`src/rtl/binary_search_pkg.sv`:
```
// Shared types and helpers for the sorted insert buffer and the search engine
// it feeds: FSM state encoding, pad-value constant and count-width helper.
package binary_search_pkg;

  typedef enum logic [1:0] {
    IDLE = 2'd0,
    FILL = 2'd1,
    DONE = 2'd2
  } sib_state_t;

  // All-ones pad of width w (w <= 64); callers slice the low w bits.
  function automatic logic [63:0] sib_pad(input int unsigned w);
    return ~64'd0 >> (64 - w);
  endfunction

  // Width needed to hold a count of 0..n inclusive.
  function automatic int unsigned sib_cnt_w(input int unsigned n);
    return $clog2(n + 1);
  endfunction

endpackage

```
`src/rtl/sorted_insert_cell.sv`:
```
// One slot of the insertion-sorted array. On a load it either keeps its value,
// takes the incoming value, or takes its left neighbour's value (shift right).
// Pad slots hold the all-ones maximum, so the same rule also places the value
// in the first pad slot when it is the new maximum.
module sorted_insert_cell #(
  parameter int                    DATA_WIDTH = 8,
  parameter bit                    FIRST      = 1'b0,
  parameter logic [DATA_WIDTH-1:0] PAD        = '1
) (
  input  logic [DATA_WIDTH-1:0] cur_i,
  input  logic [DATA_WIDTH-1:0] left_i,
  input  logic [DATA_WIDTH-1:0] val_i,
  input  logic                  slot_valid_i,
  input  logic                  load_i,
  input  logic                  clear_i,
  output logic [DATA_WIDTH-1:0] nxt_o
);

  // Next slot value: clear to pad, shift/insert on load, otherwise hold.
  always_comb begin
    nxt_o = cur_i;
    if (clear_i) begin
      nxt_o = PAD;
    end else if (load_i && slot_valid_i && (cur_i > val_i)) begin
      nxt_o = (FIRST || (left_i <= val_i)) ? val_i : left_i;
    end
  end

endmodule

```
`src/rtl/sorted_insert_buffer.sv`:
```
// Insertion-sorting front end for the binary search engine. Accepts one value
// per cycle, keeps an ascending array padded with all-ones, then presents it
// with a one-cycle start pulse and holds it until clear.
// Optional build macro SORTED_INSERT_DEDUP_EN: values already present in the
// array are consumed without insertion (in_last on them still completes).
module sorted_insert_buffer
  import binary_search_pkg::*;
#(
  parameter int DATA_WIDTH = 8,
  parameter int ARRAY_SIZE = 10,
  parameter int CNT_W      = sib_cnt_w(ARRAY_SIZE)
) (
  input  logic                                   clk,
  input  logic                                   rst_n,
  input  logic                                   in_valid,
  output logic                                   in_ready,
  input  logic [DATA_WIDTH-1:0]                  in_data,
  input  logic                                   in_last,
  input  logic                                   clear,
  output logic [0:ARRAY_SIZE-1][DATA_WIDTH-1:0]  out_data,
  output logic [CNT_W-1:0]                       count,
  output logic                                   sorted_valid,
  output logic                                   start
);

  localparam logic [63:0]           PAD64 = sib_pad(DATA_WIDTH);
  localparam logic [DATA_WIDTH-1:0] PAD   = PAD64[DATA_WIDTH-1:0];
  localparam logic [CNT_W-1:0]      FULL  = CNT_W'(ARRAY_SIZE);

  sib_state_t                             state_q;
  logic [0:ARRAY_SIZE-1][DATA_WIDTH-1:0]  arr_q, arr_d;
  logic [CNT_W-1:0]                       count_q, cnt_nxt;
  logic                                   in_ready_q, sorted_valid_q, start_q;
  logic                                   accept, dup, insert, done_now;
  logic [ARRAY_SIZE-1:0]                  hit;

  assign accept   = in_valid & in_ready_q;
  assign insert   = accept & ~dup;
  assign cnt_nxt  = insert ? count_q + 1'b1 : count_q;
  assign done_now = accept & (in_last | (cnt_nxt == FULL));

  for (genvar i = 0; i < ARRAY_SIZE; i++) begin : g_slot
    logic [DATA_WIDTH-1:0] left;
    if (i == 0) begin : g_l0
      assign left = PAD;
    end else begin : g_ln
      assign left = arr_q[i-1];
    end

`ifdef SORTED_INSERT_DEDUP_EN
    assign hit[i] = (CNT_W'(i) < count_q) && (arr_q[i] == in_data);
`else
    assign hit[i] = 1'b0;
`endif

    sorted_insert_cell #(
      .DATA_WIDTH (DATA_WIDTH),
      .FIRST      (i == 0),
      .PAD        (PAD)
    ) u_cell (
      .cur_i        (arr_q[i]),
      .left_i       (left),
      .val_i        (in_data),
      .slot_valid_i (CNT_W'(i) <= count_q),
      .load_i       (insert),
      .clear_i      (clear),
      .nxt_o        (arr_d[i])
    );
  end

  assign dup = |hit;

  // Slot registers; the cells already fold in clear priority over a load.
  always_ff @(posedge clk or negedge rst_n) begin
    if (!rst_n) begin
      for (int i = 0; i < ARRAY_SIZE; i++) arr_q[i] <= PAD;
    end else begin
      arr_q <= arr_d;
    end
  end

  // Control FSM with registered handshake/status outputs and slot counter.
  always_ff @(posedge clk or negedge rst_n) begin
    if (!rst_n) begin
      state_q        <= IDLE;
      count_q        <= '0;
      in_ready_q     <= 1'b1;
      sorted_valid_q <= 1'b0;
      start_q        <= 1'b0;
    end else begin
      start_q <= 1'b0;
      if (clear) begin
        state_q        <= IDLE;
        count_q        <= '0;
        in_ready_q     <= 1'b1;
        sorted_valid_q <= 1'b0;
      end else begin
        case (state_q)
          IDLE, FILL: begin
            if (accept) begin
              count_q <= cnt_nxt;
              if (done_now) begin
                state_q        <= DONE;
                in_ready_q     <= 1'b0;
                sorted_valid_q <= 1'b1;
                start_q        <= 1'b1;
              end else begin
                state_q <= FILL;
              end
            end
          end
          default: ;
        endcase
      end
    end
  end

  assign out_data     = arr_q;
  assign count        = count_q;
  assign in_ready     = in_ready_q;
  assign sorted_valid = sorted_valid_q;
  assign start        = start_q;

endmodule

```
`config.mk`:
```
export PLATFORM = sky130hd
export DESIGN_NAME = sorted_insert_buffer
export DESIGN_NICKNAME = d
export VERILOG_FILES = /design/src/rtl/binary_search_pkg.sv /design/src/rtl/sorted_insert_cell.sv /design/src/rtl/sorted_insert_buffer.sv
export SDC_FILE = /design/constraint.sdc
export NUM_CORES = 1
export LEC_CHECK = 0
export ABC_AREA = 1
export CAP_MARGIN = 20
export CORE_ASPECT_RATIO = 0.75
export CORE_UTILIZATION = 54
export CTS_BUF_LIST = sky130_fd_sc_hd__clkbuf_2 sky130_fd_sc_hd__clkbuf_4 sky130_fd_sc_hd__clkbuf_8
export CTS_CLUSTER_DIAMETER = 150
export DETAILED_ROUTE_END_ITERATION = 7
export HOLD_SLACK_MARGIN = 0.02
export PLACE_DENSITY_LB_ADDON = 0.25
export SETUP_SLACK_MARGIN = 0.5
export SLEW_MARGIN = 20
export SYNTH_ARGS = -nofsm -noshare
export SYNTH_HDL_FRONTEND = slang
export SYNTH_HIERARCHICAL = 1
export SYNTH_SLANG_ARGS = --single-unit
```
`constraint.sdc`:
```
create_clock -name clk -period 1.5 [get_ports clk]
set_input_delay 0.3 -clock clk [delete_from_list [all_inputs] [get_ports clk]]
set_output_delay 0.3 -clock clk [all_outputs]
set_load 0.05 [all_outputs]
```
==> impl_table.tex, run 1 <==
\begin{tabular}{lr}
\hline
Metric & Value \\
\hline
\multicolumn{2}{l}{\textbf{Synthesis}} \\
Post-Syn Area per Cell & between 7 and 8 um\^{}2 \\
Total standard cell area after synthesis & slightly above 9000 um\^{}2 \\
Post-synth cell types & 28 \\
Synthesized flop and latch total & 88 \\
Sequential fraction of the synthesis area & roughly a quarter \\
Cell count after synthesis & approximately 1300 \\
Post-synth net total & about 1400 \\
Yosys warns & 6 \\
\multicolumn{2}{l}{\textbf{CTS}} \\
CTS Root Cell & sky130\_fd\_sc\_hd\_\_clkbuf\_8 \\
H-tree Lvls & 3 \\
Number of setup buffers added after CTS & a little over 80 \\
TritonCTS buffer count & 9 \\
PostCTS Resize Cnt & 443 \\
Post-cts hold buffer count & 1 \\
Buffer depth of the longest clock path & 2 \\
Sink count of the clock tree & 88 \\
\multicolumn{2}{l}{\textbf{Place}} \\
Placer congestion estimate & between 0.9 and 1 \\
HPWL after detailed placement & between 20 and 25 mm \\
Dpl cells & around 1800 \\
Port Buf Inserts & 99 \\
\multicolumn{2}{l}{\textbf{Floorplan}} \\
Die Ht & roughly 120 um \\
Number of primary I/O pins & 100 \\
Die span in x & $\sim$150 um \\
Initial core utilization & a little under three fifths \\
Cell row count & slightly above 40 \\
\multicolumn{2}{l}{\textbf{Run status}} \\
Status & did not finish \\
Stage where the flow stopped & clock tree synthesis \\
Error message & [ERROR DPL-0038] Utilization greater than 100\%, impossible to legalize \\
\hline
\end{tabular}
## through the flow
| step | worst slack [ns] | area, um^2 | utilization (%) | hold slack [ns] |
|---|---|---|---|---|
| 2_1_floorplan | -0.1637 | 10730 | - | 0.004409 |
| 3_3_place_gp | -0.7194 | 14200 | 84.39 | 0.3865 |
| 3_5_place_dp | -0.8215 | 14200 | 84.39 | 0.3946 |
## cells in the mapped netlist (all sizes together)
cell type	instances	share of area, %
a21o	28	2.3
a21oi	121	7.1
a31oi	3	0.20
buf	9	0.36
clkbuf	1	0.040
clkinv	9	0.49
conb	1	0.040
dfrtp	7	1.9
dfstp	81	23
ha	155	21
inv	241	10
nand2	383	18
nand3	166	9.1
nand4	10	2.1
nor2	56	3.6
nor3	1	0.054
o21ai	5	0.31
## kinds of logic after synthesis
kind of cell    share of synthesized area, %
simple gates                           33.22
fa+ha+maj                              20.92
compound gates                         9.839
flops                                  24.85
other cells                          0.04045
buf+inv                                11.14
==> inputs of run 2 (changes only) <==
- CORE_ASPECT_RATIO: 0.75 -> default
- CORE_UTILIZATION: 54 -> 40
- CTS_BUF_LIST: sky130_fd_sc_hd__clkbuf_2 sky130_fd_sc_hd__clkbuf_4 sky130_fd_sc_hd__clkbuf_8 -> default
- CTS_CLUSTER_DIAMETER: 150 -> default
- HOLD_SLACK_MARGIN: 0.02 -> default
- PLACE_DENSITY_LB_ADDON: 0.25 -> 0.15
- SETUP_SLACK_MARGIN: 0.5 -> default
- clock period: 1.5 -> 2 ns (I/O delays scaled with it)
==> run 2 against run 1 <==
Effect of this change:
- the run now ends clean
- synthesized cell count did not move
- synthesized area unchanged
==> impl_table.tex, run 2 <==
\begin{tabular}{lr}
\hline
Metric & Value \\
\hline
\multicolumn{2}{l}{\textbf{Synthesis}} \\
Number of enable flip-flop cells after synthesis & 0 (unchanged) \\
Yosys warns & 6 (unchanged) \\
Synthesized flop and latch total & 88 (unchanged) \\
Post-synth net total & 1445 (unchanged) \\
Most frequently used flop master after synthesis & sky130\_fd\_sc\_hd\_\_dfstp\_2 \\
Proportion of netlist area held by the largest area contributor & 22.96\% (unchanged) \\
Asr flop ratio synth & 100.0\% (unchanged) \\
Area leader, netlist & sky130\_fd\_sc\_hd\_\_dfstp\_2 \\
Basic-gate share of the synthesized area counting and, or, nand and nor cells & 33.22\% (unchanged) \\
Adder and majority cell fraction of the synthesized area & 20.92\% (unchanged) \\
Proportion of synthesized area in mux cells & 0\% (unchanged) \\
Post-Syn Area per Cell & 7.259 um\^{}2 (unchanged) \\
Top cells by instance count after synthesis & sky130\_fd\_sc\_hd\_\_nand2\_1, sky130\_fd\_sc\_hd\_\_inv\_1, sky130\_fd\_sc\_hd\_\_nand3\_1 \\
Main area contributors after synthesis & sky130\_fd\_sc\_hd\_\_dfstp\_2, sky130\_fd\_sc\_hd\_\_ha\_1, sky130\_fd\_sc\_hd\_\_nand2\_1, sky130\_fd\_sc\_hd\_\_inv\_1, sky130\_fd\_sc\_hd\_\_nand3\_1 \\
Post-synthesis xor/xnor area fraction & 0\% (unchanged) \\
Most used standard cell by instance count after synthesis & sky130\_fd\_sc\_hd\_\_nand2\_1 \\
Post-synthesis compound-gate area fraction & 9.839\% (unchanged) \\
Post-synth cell types & 28 (unchanged) \\
Total standard cell area after synthesis & 9270 um\^{}2 (unchanged) \\
Main combinational cell family by area after synthesis & simple AND/OR/NAND/NOR gates \\
Sequential fraction of the synthesis area & 24.85\% (unchanged) \\
Cell count after synthesis & 1277 (unchanged) \\
\multicolumn{2}{l}{\textbf{Worst setup path}} \\
Crit path max fanout & 2 \\
Crit path max-delay cell type & sky130\_fd\_sc\_hd\_\_clkdlybuf4s50\_1 \\
Endpoint required time on the critical path & 1.60 ns \\
Element type at the critical path end & output port \\
Critical Setup Path Class & register to output port \\
Series of cell instances along the critical path & clkdlybuf4s50\_1 \\
Number of buffer and inverter instances along the worst setup path & 1 \\
Kind of start point of the critical path & register \\
Worst endpoint data arrival time & 1.56 ns \\
CP peak stage delay & 0.82 ns \\
Crit-path leading delay family & buffers and inverters \\
\multicolumn{2}{l}{\textbf{CTS}} \\
Buffer depth of the longest clock path & 2 (unchanged) \\
Clock slew at reported path FFs & approximately 0.08 ns \\
CTS Root Cell & sky130\_fd\_sc\_hd\_\_clkbuf\_16 \\
Sink count of the clock tree & 88 (unchanged) \\
Post-cts hold buffer count & 0 (-1) \\
TritonCTS buffer count & 9 (unchanged) \\
H-tree Lvls & 3 (unchanged) \\
Later-pin clock latency in the skew report & 0.36 ns \\
CTS tree & built \\
\multicolumn{2}{l}{\textbf{Routing}} \\
Residual DRC count & 0 \\
Violation count after the first detailed-route iteration & between 400 and 500 \\
Drt wl/cell & roughly 16 um \\
Total Wirelength & 27.86 mm \\
Routed vias & about 8800 \\
Routed via count divided by cell count & $\sim$5 \\
Number of antenna-violating nets in the routed design & 0 \\
First drt pass iteration count & 5 \\
\multicolumn{2}{l}{\textbf{Timing}} \\
Achievable frequency & 0.5090 GHz \\
Worst Max-Slew Pin Slew & around 0.50 ns \\
Post-Route Skew & 0.01286 ns \\
Final setup violation count & 0 \\
Setup repair after global routing missed its margin & no \\
Max transition margin & about two thirds \\
Final worst path period share & 98.23\% \\
Final slew viol count & 0 \\
Min Tclk post-route & a little under 2 ns \\
Final Hold Violating Endpoints & 0 \\
Worst slack on hold paths & 0.1780 ns \\
\multicolumn{2}{l}{\textbf{Cells and area}} \\
Final design area excluding fillers & approximately 12000 um\^{}2 \\
Combined area of the multi-input logic cells & a little over 6000 um\^{}2 \\
Antenna diodes & 0 \\
Final-layout fill cell count & between 2000 and 2500 \\
Fraction of layout cells with a size suffix above 1 & 28.27\% \\
FF+latch area & 2303 um\^{}2 \\
Most used cells in the layout excluding fill and tap cells & sky130\_fd\_sc\_hd\_\_nand2\_1, sky130\_fd\_sc\_hd\_\_inv\_1, sky130\_fd\_sc\_hd\_\_nand3\_1, sky130\_fd\_sc\_hd\_\_ha\_1, sky130\_fd\_sc\_hd\_\_buf\_4 \\
Number of flip-flops in the largest register & between 70 and 80 \\
Area grow syn2layout & 26.67\% \\
Final-stage net count & between 1500 and 2000 \\
Most common library cell in the layout ignoring fill and taps & sky130\_fd\_sc\_hd\_\_nand2\_1 \\
Number of non-filler instances in the completed layout & roughly 1800 \\
\multicolumn{2}{l}{\textbf{Power and ir drop}} \\
Max IR drop VDD & around 0.44 mV \\
PwrDens & $\sim$460 nW/um\^{}2 \\
Power, Total & between 5 and 6 mW \\
Static leakage power & approximately 6.2 nW \\
\multicolumn{2}{l}{\textbf{Place}} \\
HPWL after detailed placement & 19.31 mm (-18\%) \\
Total placed instance area & 11060 um\^{}2 (-22\%) \\
Dpl cells & 1727 (-1.3\%) \\
Port Buf Inserts & 99 (unchanged) \\
Placer congestion estimate & 0.8480 (-12\%) \\
\multicolumn{2}{l}{\textbf{Floorplan}} \\
Core Footprint & approximately 23000 um\^{}2 \\
Cell row count & 55 (+34\%) \\
Die Ht & 154.2 um (+34\%) \\
Initial core utilization & 40.82\% (-14 points) \\
Number of primary I/O pins & 100 (unchanged) \\
Floorplan die area & 23790 um\^{}2 \\
Die span in x & 154.2 um (+0.62\%) \\
\multicolumn{2}{l}{\textbf{Global route}} \\
Initial antenna violation count & 0 \\
Leftover overflow at the end of global routing & 0 \\
Maximum number of pins on one net before global-route repair & 73 \\
GRT Overall Usage & 22.72\% \\
Via count of the first global-routing pass & 8448 \\
Global-route wire length before repair & between 40 and 50 mm \\
\multicolumn{2}{l}{\textbf{Flow run}} \\
Total of max-cap violations & 0 \\
\multicolumn{2}{l}{\textbf{Run status}} \\
Status & completed \\
\multicolumn{2}{l}{\textbf{Worst hold path}} \\
Hold Crit Class & input port to async pin \\
\hline
\end{tabular}
## run 2: cell counts after synthesis
No cell type changed its count.
## run 2: kinds of logic after synthesis
kind of cell    count (synthesis)
compound gates                157
simple gates                  616
other cells                     1
fa+ha+maj                     155
flops                          88
buf+inv                       260
## run 2: layout make-up
type | count | share of cell area, %
Timing Repair Buffer | 184 | 14.43
Clock buffer | 10 | 2.035
Tap cell | 285 | 3.037
Multi-Input combinational cell | 937 | 51.83
Inverter | 250 | 8.503
Clock inverter | 6 | 0.5541
Sequential cell | 88 | 19.62
## run 2: layer usage
layer	track usage, %	share of wire, %	vias to the layer above
met4	6.333	1.6	0
met2	39.42	47	139
met3	2.382	3.1	27
met1	29.87	48	4113
met5	0	0	-
li1	-	-	4534
## run 2: path summary, 6_finish.rpt
path	start	end	slack [ns]	cells after the start
setup / recovery	sorted_valid$_DFFE_PN0P_	sorted_valid	0.04	1
hold / removal	rst_n	g_slot[9].left[6]$_DFF_PN1_	0.18	1
setup reg to reg	count[0]$_DFFE_PN0P_	g_slot[7].left[0]$_DFF_PN1_	0.22	10
hold reg to reg	in_ready$_DFFE_PN1P_	in_ready$_DFFE_PN1P_	0.50	2
max in group asynchronous	rst_n	g_slot[2].left[6]$_DFF_PN1_	1.33	2
min in group clk	clear	state_q[1]$_DFFE_PN0P_	0.48	2
## run 2: what timing repair did
item	in CTS	in global routing
cloned	0	16
gates resized for setup	1	26
pin swaps	0	23
endpoints found under the hold margin	0	0
setup buffers	0	1
endpoints found under the setup margin	2	72
## run 2: report_power, final
group,switching (mW),internal [mW],total (mW)
combinational,1.01,0.617,1.63
clock,0.814,1.01,1.82
sequential,0.0668,1.85,1.92
total,1.89,3.48,5.37
## run 2: stage by stage
stage / worst slack, ns / util [%] / setup TNS (ns)
finish: 0.03538 / 51.71 / 0
global route: 0.003776 / 51.71 / 0
CTS: 0.008272 / 50.04 / 0
detailed placement: -0.3810 / 48.68 / -25.05
global placement: -0.3527 / 48.68 / -23.52
floorplan: 0.1688 / - / 0
No activity file was read; power rests on OpenSTA's default activity.
==> inputs of run 3 (changes only) <==
- CAP_MARGIN: 20 -> 10
==> results of run 3 <==
The final DEF is identical to that of run 2; final timing and power are the same.
